**config.mk**
```make
export PLATFORM = sky130hd
export DESIGN_NAME = seg7_scan_mux
export DESIGN_NICKNAME = d
export VERILOG_FILES = /design/src/rtl/seg7_pkg.sv /design/src/rtl/seg7_hex_lut.sv /design/src/rtl/seg7_scan_mux.sv
export SDC_FILE = /design/constraint.sdc
export NUM_CORES = 1
export LEC_CHECK = 0
export CORE_MARGIN = 2
export CORE_UTILIZATION = 56
export CTS_BUF_LIST = sky130_fd_sc_hd__clkbuf_16
export DETAILED_ROUTE_END_ITERATION = 10
export DONT_BUFFER_PORTS = 1
export HOLD_SLACK_MARGIN = 0.03
export MAX_ROUTING_LAYER = met4
export PLACE_DENSITY = 0.82
export SLEW_MARGIN = 0
export SYNTH_ARGS = -nofsm -noshare
export SYNTH_HDL_FRONTEND = slang
export SYNTH_SLANG_ARGS = --single-unit
```
**constraint.sdc**
```tcl
create_clock -name clk -period 2.3 [get_ports clk]
set_input_delay 0.115 -clock clk [delete_from_list [all_inputs] [get_ports clk]]
set_output_delay 0.115 -clock clk [all_outputs]
set_load 0.01 [all_outputs]
```
**src/rtl/seg7_pkg.sv**
```systemverilog
// Shared segment encodings for the seven-segment scan driver.
// Segment vectors are active-low, bit 0 = a .. bit 6 = g.
package seg7_pkg;

  typedef logic [6:0] seg_t;

  localparam seg_t SEG_BLANK = 7'h7F;
  localparam seg_t SEG_ALL   = 7'h00;

  localparam seg_t HEX_SEG [16] = '{
    7'b1000000, 7'b1111001, 7'b0100100, 7'b0110000,
    7'b0011001, 7'b0010010, 7'b0000010, 7'b1111000,
    7'b0000000, 7'b0010000, 7'b0001000, 7'b0000011,
    7'b1000110, 7'b0100001, 7'b0000110, 7'b0001110
  };

endpackage

```
**src/rtl/seg7_hex_lut.sv**
```systemverilog
// Combinational hex nibble to active-low segment pattern decode.
module seg7_hex_lut
  import seg7_pkg::*;
(
  input  logic [3:0] nibble,
  output logic [6:0] seg_n
);

  always_comb begin
    seg_n = HEX_SEG[nibble];
  end

endmodule

```
**src/rtl/seg7_scan_mux.sv**
```systemverilog
// Time-multiplexed N-digit seven-segment driver with tear-free updates,
// leading-zero suppression, per-digit decimal points and PWM dimming.
module seg7_scan_mux
  import seg7_pkg::*;
#(
  parameter int NUM_DIGITS = 4,
  parameter int SCAN_DIV   = 50000,
  parameter int BRIGHT_W   = 4
) (
  input  logic                    clk,
  input  logic                    reset_n,
  input  logic [4*NUM_DIGITS-1:0] value,
  input  logic                    load,
  input  logic [NUM_DIGITS-1:0]   dp_in,
  input  logic                    blank,
  input  logic                    test,
  input  logic                    lz_suppress,
  input  logic [BRIGHT_W-1:0]     brightness,
  output logic [6:0]              seg_n,
  output logic                    dp_n,
  output logic [NUM_DIGITS-1:0]   an_n,
  output logic                    frame_done
);

  localparam int VAL_W = 4 * NUM_DIGITS;
  localparam int PRE_W = $clog2(SCAN_DIV);
  localparam int IDX_W = $clog2(NUM_DIGITS);
  localparam logic [PRE_W-1:0] PRE_LAST = PRE_W'(SCAN_DIV - 1);
  localparam logic [IDX_W-1:0] IDX_LAST = IDX_W'(NUM_DIGITS - 1);

  logic [PRE_W-1:0]      presc_q, presc_d;
  logic [IDX_W-1:0]      idx_q, idx_d;
  logic [BRIGHT_W-1:0]   pwm_q, pwm_d;
  logic [VAL_W-1:0]      active_q, active_d;
  logic [VAL_W-1:0]      pend_q, pend_d;
  logic                  pend_valid_q, pend_valid_d;
  logic [6:0]            seg_n_q, seg_n_d;
  logic                  dp_n_q, dp_n_d;
  logic [NUM_DIGITS-1:0] an_n_q, an_n_d;
  logic                  frame_done_q, frame_done_d;

  logic                  presc_last, frame_wrap;
  logic                  lz_run;
  logic [NUM_DIGITS-1:0] lz_mask;
  logic [NUM_DIGITS-1:0] digit_oh;
  logic [3:0]            nib_sel;
  logic                  dp_sel, supp_sel;
  logic                  scan_on, pwm_on;
  logic [6:0]            lut_seg_n;

  seg7_hex_lut u_hex_lut (
    .nibble (nib_sel),
    .seg_n  (lut_seg_n)
  );

  always_comb begin
    presc_last = (presc_q == PRE_LAST);
    frame_wrap = presc_last && (idx_q == IDX_LAST);
    presc_d    = presc_last ? '0 : presc_q + 1'b1;
    idx_d      = idx_q;
    if (presc_last) begin
      idx_d = (idx_q == IDX_LAST) ? '0 : idx_q + 1'b1;
    end
    pwm_d = pwm_q + 1'b1;
  end

  // Shown value only changes on the frame wrap so a scan never mixes two values.
  always_comb begin
    pend_d       = pend_q;
    pend_valid_d = pend_valid_q;
    active_d     = active_q;
    if (load) begin
      pend_d       = value;
      pend_valid_d = 1'b1;
    end
    if (frame_wrap) begin
      if (load) begin
        active_d     = value;
        pend_valid_d = 1'b0;
      end else if (pend_valid_q) begin
        active_d     = pend_q;
        pend_valid_d = 1'b0;
      end
    end
  end

  // lz_mask[k] is set when nibble k and every nibble above it are zero.
  always_comb begin
    lz_run  = 1'b1;
    lz_mask = '0;
    for (int k = NUM_DIGITS - 1; k >= 1; k--) begin
      lz_run     = lz_run & (active_q[4*k +: 4] == 4'h0);
      lz_mask[k] = lz_run;
    end
  end

  always_comb begin
    nib_sel  = '0;
    dp_sel   = 1'b0;
    supp_sel = 1'b0;
    digit_oh = '0;
    for (int k = 0; k < NUM_DIGITS; k++) begin
      if (idx_q == IDX_W'(k)) begin
        nib_sel     = active_q[4*k +: 4];
        dp_sel      = dp_in[k];
        supp_sel    = lz_suppress & lz_mask[k];
        digit_oh[k] = 1'b1;
      end
    end
  end

  // Prescaler slot 0 keeps every anode dark while segments switch digits.
  always_comb begin
    scan_on      = (presc_q != '0);
    pwm_on       = (pwm_q <= brightness);
    seg_n_d      = SEG_BLANK;
    dp_n_d       = 1'b1;
    an_n_d       = '1;
    frame_done_d = frame_wrap;
    if (test) begin
      seg_n_d = SEG_ALL;
      dp_n_d  = 1'b0;
      if (scan_on) begin
        an_n_d = ~digit_oh;
      end
    end else if (!blank) begin
      seg_n_d = supp_sel ? SEG_BLANK : lut_seg_n;
      dp_n_d  = ~dp_sel;
      if (scan_on && pwm_on) begin
        an_n_d = ~digit_oh;
      end
    end
  end

  always_ff @(posedge clk) begin
    if (!reset_n) begin
      presc_q      <= '0;
      idx_q        <= '0;
      pwm_q        <= '0;
      active_q     <= '0;
      pend_q       <= '0;
      pend_valid_q <= 1'b0;
      seg_n_q      <= SEG_BLANK;
      dp_n_q       <= 1'b1;
      an_n_q       <= '1;
      frame_done_q <= 1'b0;
    end else begin
      presc_q      <= presc_d;
      idx_q        <= idx_d;
      pwm_q        <= pwm_d;
      active_q     <= active_d;
      pend_q       <= pend_d;
      pend_valid_q <= pend_valid_d;
      seg_n_q      <= seg_n_d;
      dp_n_q       <= dp_n_d;
      an_n_q       <= an_n_d;
      frame_done_q <= frame_done_d;
    end
  end

  assign seg_n      = seg_n_q;
  assign dp_n       = dp_n_q;
  assign an_n       = an_n_q;
  assign frame_done = frame_done_q;

endmodule
```
==> results of run 1 <==
## synthesized netlist by cell type (all sizes together), types with 4 or more instances
cell type and number:
clkbuf 11, o21ai 5, inv 17, nor2b 4
ha 17, xor2 7, a21oi 8, nor4 5
nand2 31, nand3b 4, xnor2 9, nor3b 5
nand3 46, buf 8, nor2 46, a211oi 5
and3 7, mux2i 20, dfxtp 68
## cells by family (layout without fill, tap and decap cells)
logic type	after synthesis	in the layout
xor+xnor	16	16
mux	21	21
buf+inv	36	77
fa+ha+maj	17	17
flops	68	68
compound gates	39	39
simple gates	161	161
## timing repair
item | 4_1_cts | 5_1_grt
setup endpoints to repair | 1 | 10
hold endpoints to repair | 47 | 24
gates resized for setup | 2 | 14
buffers inserted | 1 | 0
pin swaps | 1 | 2
## layout make-up
cell class / instances / area [sq um]
multi-input cells: 254 / 1700
fillers: 383 / 1500
flip-flops and latches: 68 / 1360
repair buffers: 44 / 418
clock buffers: 9 / 225
clock inverters: 7 / 114
well taps: 72 / 90.1
inverters: 17 / 63.8
## registers in the layout, indices dropped and copies added, names as in the netlist
signal        count
pend_valid_q      1
active_q         16
seg_n             7
pend_q           16
pwm_q             4
dp_n              1
frame_done        1
idx_q             2
an_n              4
presc_q          16
## layer usage
layer  track usage  wire (microns)  vias to the layer above
met5             -               0                        -
met4        0.0966             149                        0
met2         0.412            3390                       82
li1              -               -                     1317
met3        0.0489             322                       17
met1         0.314            3260                     1262
## stage by stage
| stage | setup WS (ps) | utilization | instances |
|---|---|---|---|
| floorplan | 43.7 | - | 358 |
| global placement | 43.2 | 0.591 | 419 |
| detailed placement | -37.6 | 0.591 | 419 |
| CTS | -9.63 | 0.719 | 471 |
| global route | -43.5 | 0.726 | 471 |
| finish | 12.3 | 0.726 | 471 |
## power breakdown
group          total [mW]  internal [mW]  switching, mW
Sequential           1.24           1.22         0.0249
Combinational       0.165         0.0980         0.0667
Clock                1.55           1.05          0.501
Total                2.96           2.37          0.592
## worst max-delay path by stage
stage	from	end	slack (ps)	cells after the start
final	idx_q[1]$_SDFFE_PN0N_	dp_n$_SDFF_PN1_	10	9
after floorplan	idx_q[1]$_SDFFE_PN0N_	seg_n[3]$_SDFF_PN1_	40	10
after CTS	idx_q[1]$_SDFFE_PN0N_	seg_n[3]$_SDFF_PN1_	-10	9
after global placement	idx_q[1]$_SDFFE_PN0N_	seg_n[3]$_SDFF_PN1_	40	9
after detailed placement	idx_q[1]$_SDFFE_PN0N_	seg_n[3]$_SDFF_PN1_	-40	9
after global routing	idx_q[1]$_SDFFE_PN0N_	dp_n$_SDFF_PN1_	-40	9
==> impl_metrics.yaml, run 1 <==
power:
  power.leakage_nw: 1.67
  powerDensity_nw_per_um2: 745
  vdd_drop_max_v: 0.000915
  power_mw: 2.96
critical_path:
  slowest_delay_ps: 570
  crit_required_ps: 2510
  crit_path_start_kind: "flop"
  r2r_start: "idx_q[1]$_SDFFE_PN0N_"
  critPathBufInv: 3
  r2r_end: "dp_n$_SDFF_PN1_"
  crit_path_top_delay_cell: "dlygate4sd3_1"
  path_max_fanout: 8
  cp-end-kind: "flop"
  crit_chain: "inv_1 > ha_2 > buf_4 > nor2b_1 > a221oi_1 > a211o_1 > a21oi_1 > o21ai_0 > dlygate4sd3_1"
  crit_type: "flop to flop"
  ff2ff_path_depth: 9
  arrival_ps: 2500
  crit_family: "buffers and inverters"
  r2r_slack_ps: 10
synth:
  synth-seq-area-share: 0.431
  synth.distinct_cells: 47
  synth_xor_area_frac: 0.0444
  async_reset_ff_frac: 0
  synthCells: 358
  synth_largest_area_cell: "dfxtp_1"
  synth-simple-area-share: 0.251
  synth_edf_count: 0
  netlist_area_sq_um: 3160
  synthAdderAreaFrac: 0.0674
  synth_flop_cell: "dfxtp_1"
  muxShareOfSynthArea: 0.0670
  synth_top_family_by_area: "simple AND/OR/NAND/NOR gates"
  synthesis.nets: 405
  synth.top_cell.area_share: 0.431
  synthTopCellsByArea: "dfxtp_1 (43%), nand3_1 (7.3%), ha_1 (6.7%)"
  ys_seq_elements: 68
  yosys_warnings: 0
  synth_compound_area_frac: 0.0896
  avgSynthCellArea_sq_um: 8.82
outcome:
  status: "finished with violations"
  violations: "negative hold slack"
floorplan:
  die-area_sq_um: 6250
  core_sq_um: 5470
  ios: 43
  fp.dieW_microns: 79.1
  dieHeight_microns: 79.1
  start_util: 0.577
  num_rows: 27
clocking:
  htreeDepth: 3
  clkTransAtPathRegs_ps: 60
  cts_sinks: 68
  cts_tree: "done"
  clockBufferDepth: 2
  cts_buffers: 9
  cts_hold_buf: 35
  clock_insertion_delay_worst_skew_ps: 330
  ctsRootBufferMaster: "clkbuf_16"
worst_hold_path:
  hold_depth: 1
  min_from: "test"
  whs_endpoint: "seg_n[2]$_SDFF_PN1_"
  hp-class: "input pin to flop"
sta:
  slew_viol_final: 0
  slew_headroom: 0.448
  finalCritPeriodShare: 0.995
  timing.hold.ws_ps: -132
  fmax_ghz: 0.437
  skew_ps: 7.82
  rsz0062_at_grt: "yes"
  setup_tns_ps: 0
  hold_viol_final: 24
  tightest_slew_ps: 827
  setup_viol: 0
  min_period_ps: 2290
final_layout:
  mostFrequentLayoutCell: "dfxtp_1"
  final_nets: 441
  drive_above_1_share: 0.113
  area_delta_synth_final_pct: 25.9
  final_area_sq_um: 3980
  final_cell_mix: "dfxtp_1 (66), nor2_1 (46), nand3_1 (44)"
  diodes: 0
global_route:
  grt_max_degree: 33
  first_global_vias: 2582
  grt-ovfl-total: 0
  antenna_found_initial: 0
  grt_first_pass_wirelength_mm: 12.1
  grtUsageTotal: 0.254
drt:
  drt-vias-per-instance: 5.69
  vias: 2678
  drc: 0
  dr.pass1.iters: 4
  wl_per_cell_microns: 15.1
  drt_iter0_drc: 166
  wirelength_mm: 7.13
  ant_nets: 0
placement:
  portBuffers: 0
  routabilityCongestion: 0.965
  dpl.hpwl_mm: 4.62
  dpl_cell_area_sq_um: 3230
flow_run:
  drv_cap: 0
(Power assumes the default switching activity.)
==> inputs of run 2 (changes only) <==
--- a/config.mk
+++ b/config.mk
@@ -5,14 +5,15 @@
 export SDC_FILE = /design/constraint.sdc
 export NUM_CORES = 1
 export LEC_CHECK = 0
+export ABC_AREA = 1
 export CORE_MARGIN = 2
-export CORE_UTILIZATION = 56
+export CORE_UTILIZATION = 57
 export CTS_BUF_LIST = sky130_fd_sc_hd__clkbuf_16
 export DETAILED_ROUTE_END_ITERATION = 10
 export DONT_BUFFER_PORTS = 1
 export HOLD_SLACK_MARGIN = 0.03
 export MAX_ROUTING_LAYER = met4
-export PLACE_DENSITY = 0.82
+export PLACE_DENSITY = 0.83
 export SLEW_MARGIN = 0
 export SYNTH_ARGS = -nofsm -noshare
 export SYNTH_HDL_FRONTEND = slang
==> run 2 against run 1 <==
Against the previous run:
- the flow now finishes without violations
- clock skew up 1.1 ps
- sequential share of layout area is 0.28 points lower
- worst hold slack improved by 200 ps
- highest routed layer unchanged
==> impl_metrics.yaml, run 2 <==
outcome:
  status: "finished, final reports clean"
drt:
  dr.pass1.iters: 7
  wirelength_mm: 8.17
  vias: 3083
  wl_per_cell_microns: 14.7
  drt-vias-per-instance: 5.54
  drt_iter0_drc: 148
  drc: 0
  ant_nets: 0
synth:
  yosysMostFrequentCell: "nand2_1"
  synth_flop_cell: "dfxtp_1"
  synth_edf_count: 0
  synth_common_cells: "nand2_1 (96), dfxtp_1 (68), inv_1 (51), nand3_1 (48), nor2_1 (45)"
  avgSynthCellArea_sq_um: 7.50
  netlist_area_sq_um: 3350
  synthesis.nets: 493
  synthCells: 446
  synth.top_cell.area_share: 0.407
  synth-seq-area-share: 0.407
  synthTopCellsByArea: "dfxtp_1 (41%), nand2_1 (11%), nand3_1 (7.2%)"
  synth.distinct_cells: 35
  ys_seq_elements: 68
  synth_largest_area_cell: "dfxtp_1"
  async_reset_ff_frac: 0
  yosys_warnings: 0
clocking:
  cts_sinks: 68
  clkTransAtPathRegs_ps: 50
  clock_insertion_delay_worst_skew_ps: 340
  ctsRootBufferMaster: "clkbuf_16"
  clockBufferDepth: 2
  cts_buffers: 9
  cts_tree: "done"
  htreeDepth: 3
final_layout:
  mostFrequentLayoutCell: "nand2_1"
  reg.largest.list: "active_q x16, pend_q x16, presc_q x16"
  final_cell_count_no_fill: 557
  final_cell_mix: "nand2_1 (95), dfxtp_1 (67), inv_1 (53)"
  final_nets: 527
  drive_above_1_share: 0.0907
  diodes: 0
  area_delta_synth_final_pct: 19.6
  nFillCells: 402
  final_util: 0.718
floorplan:
  fp.dieW_microns: 80.6
  num_rows: 27
  die-area_sq_um: 6500
  start_util: 0.600
  core_sq_um: 5570
  ios: 43
  dieHeight_microns: 80.6
placement:
  dpl.hpwl_mm: 5.10
  pre_cts_ws_ps: 161
  routabilityCongestion: 0.965
  portBuffers: 0
  dp.cells: 506
power:
  powerDensity_nw_per_um2: 663
  vdd_drop_max_v: 0.000584
  power.leakage_nw: 1.72
  power_mw: 2.65
critical_path:
  r2r_slack_ps: 260
  crit_type: "flop to flop"
  r2r_end: "seg_n[3]$_SDFF_PN1_"
  ff2ff_path_depth: 15
  cp-end-kind: "flop"
  path_max_fanout: 6
  r2r_start: "idx_q[1]$_SDFFE_PN0N_"
  crit_required_ps: 2480
  crit_path_start_kind: "flop"
  arrival_ps: 2220
global_route:
  grt_first_pass_wirelength_mm: 13.1
  grt-ovfl-total: 0
  antenna_found_initial: 0
  grtUsageTotal: 0.274
  first_global_vias: 2999
  grt_max_degree: 33
sta:
  finalCritPeriodShare: 0.886
  hold_viol_final: 0
  setup_viol: 0
  fmax_ghz: 0.491
  slew_headroom: 0.233
  setup_tns_ps: 0
  min_period_ps: 2040
  skew_ps: 8.96
  setup_slack_ps: 262
  slew_viol_final: 0
  rsz0062_at_grt: "no"
  tightest_slew_ps: 1150
flow_run:
  drv_cap: 0
worst_hold_path:
  min_from: "test"
  whs_endpoint: "seg_n[6]$_SDFF_PN1_"
  hp-class: "input pin to flop"
  hold_depth: 3
==> run 2: cell types whose count changed after synthesis, moves of 4 or more <==
cell,change
inv_1,+34
clkbuf_1,-5
a21oi_2,+11
xnor2_1,-8
mux2i_1,-4
nor2_2,+4
nand4_1,+6
a211oi_1,-5
nand2_1,+66
a21oi_1,+19
xor2_1,-4
and3_1,-5
nor2b_1,-4
==> run 2: cell type report <==
class	instances	area (sq um)	share of cell area
multi-input combinational	307	1710	0.427
clock buffer	9	225	0.0563
inverter	57	214	0.0534
clock inverter	7	36.3	0.00906
sequential	68	1360	0.340
tap	72	90.1	0.0225
timing repair buffer	37	365	0.0912
==> run 2: through the flow <==
stage | hold WS (ps) | area (sq um)
finish | 65.3 | 4000
global route | 90.8 | 4000
CTS | 60.2 | 3990
detailed placement | 193 | 3380
global placement | 192 | 3380
floorplan | 251 | 3350
==> run 2: cells by family (layout without fill, tap and decap cells) <==
kind of cell,after synthesis,in the layout,share of synthesized area
simple gates,220,220,0.295
buf+inv,71,110,0.0852
flops,68,68,0.407
compound gates,50,50,0.0916
fa+ha+maj,17,17,0.0636
mux,16,16,0.0478
xor+xnor,4,4,0.0105
==> run 2: timing repair <==
action,CTS,global route
hold buffers,35,0
resized for setup,0,5
endpoints found under the hold margin,49,0
endpoints found under the setup margin,0,5
buffers inserted,0,0
==> run 2: worst max-delay path by stage <==
stage | endpoint | cells after the start | from | slack [ps]
global placement | seg_n[3]$_SDFF_PN1_ | 14 | idx_q[0]$_SDFFE_PN0N_ | 300
detailed placement | seg_n[3]$_SDFF_PN1_ | 14 | idx_q[0]$_SDFFE_PN0N_ | 160
floorplan | seg_n[5]$_SDFF_PN1_ | 14 | idx_q[0]$_SDFFE_PN0N_ | 220
CTS | seg_n[3]$_SDFF_PN1_ | 14 | idx_q[0]$_SDFFE_PN0N_ | 80
global route | seg_n[5]$_SDFF_PN1_ | 15 | idx_q[1]$_SDFFE_PN0N_ | 20
finish | seg_n[3]$_SDFF_PN1_ | 15 | idx_q[1]$_SDFFE_PN0N_ | 260
==> run 2: routing by layer <==
layer | part of all wire | global-route usage | vias to the layer above
met5 | 0 | - | -
met4 | 0.036 | 0.147 | 0
met3 | 0.081 | 0.0831 | 33
met2 | 0.49 | 0.458 | 138
met1 | 0.40 | 0.291 | 1400
li1 | - | - | 1512
==> run 2: power breakdown <==
| group | total, mW | internal [mW] | switching (mW) | leakage [nW] |
|---|---|---|---|---|
| combinational | 0.197 | 0.0968 | 0.100 | 1.03 |
| clock | 1.22 | 0.712 | 0.504 | 0.131 |
| sequential | 1.24 | 1.22 | 0.0231 | 0.556 |
| total | 2.65 | 2.03 | 0.628 | 1.72 |
==> run 2: critical path, cell delays in order (launching register included) <==
cell,delay [ps]
dfxtp_1,370
inv_1,90
ha_1,250
nand2_1,100
nand2_1,60
nand3_1,60
nand2_1,70
nand2_2,120
inv_1,90
ha_1,230
inv_1,90
nand3_1,80
nand3_1,90
nand3_1,80
nand2_1,60
nand2_1,50
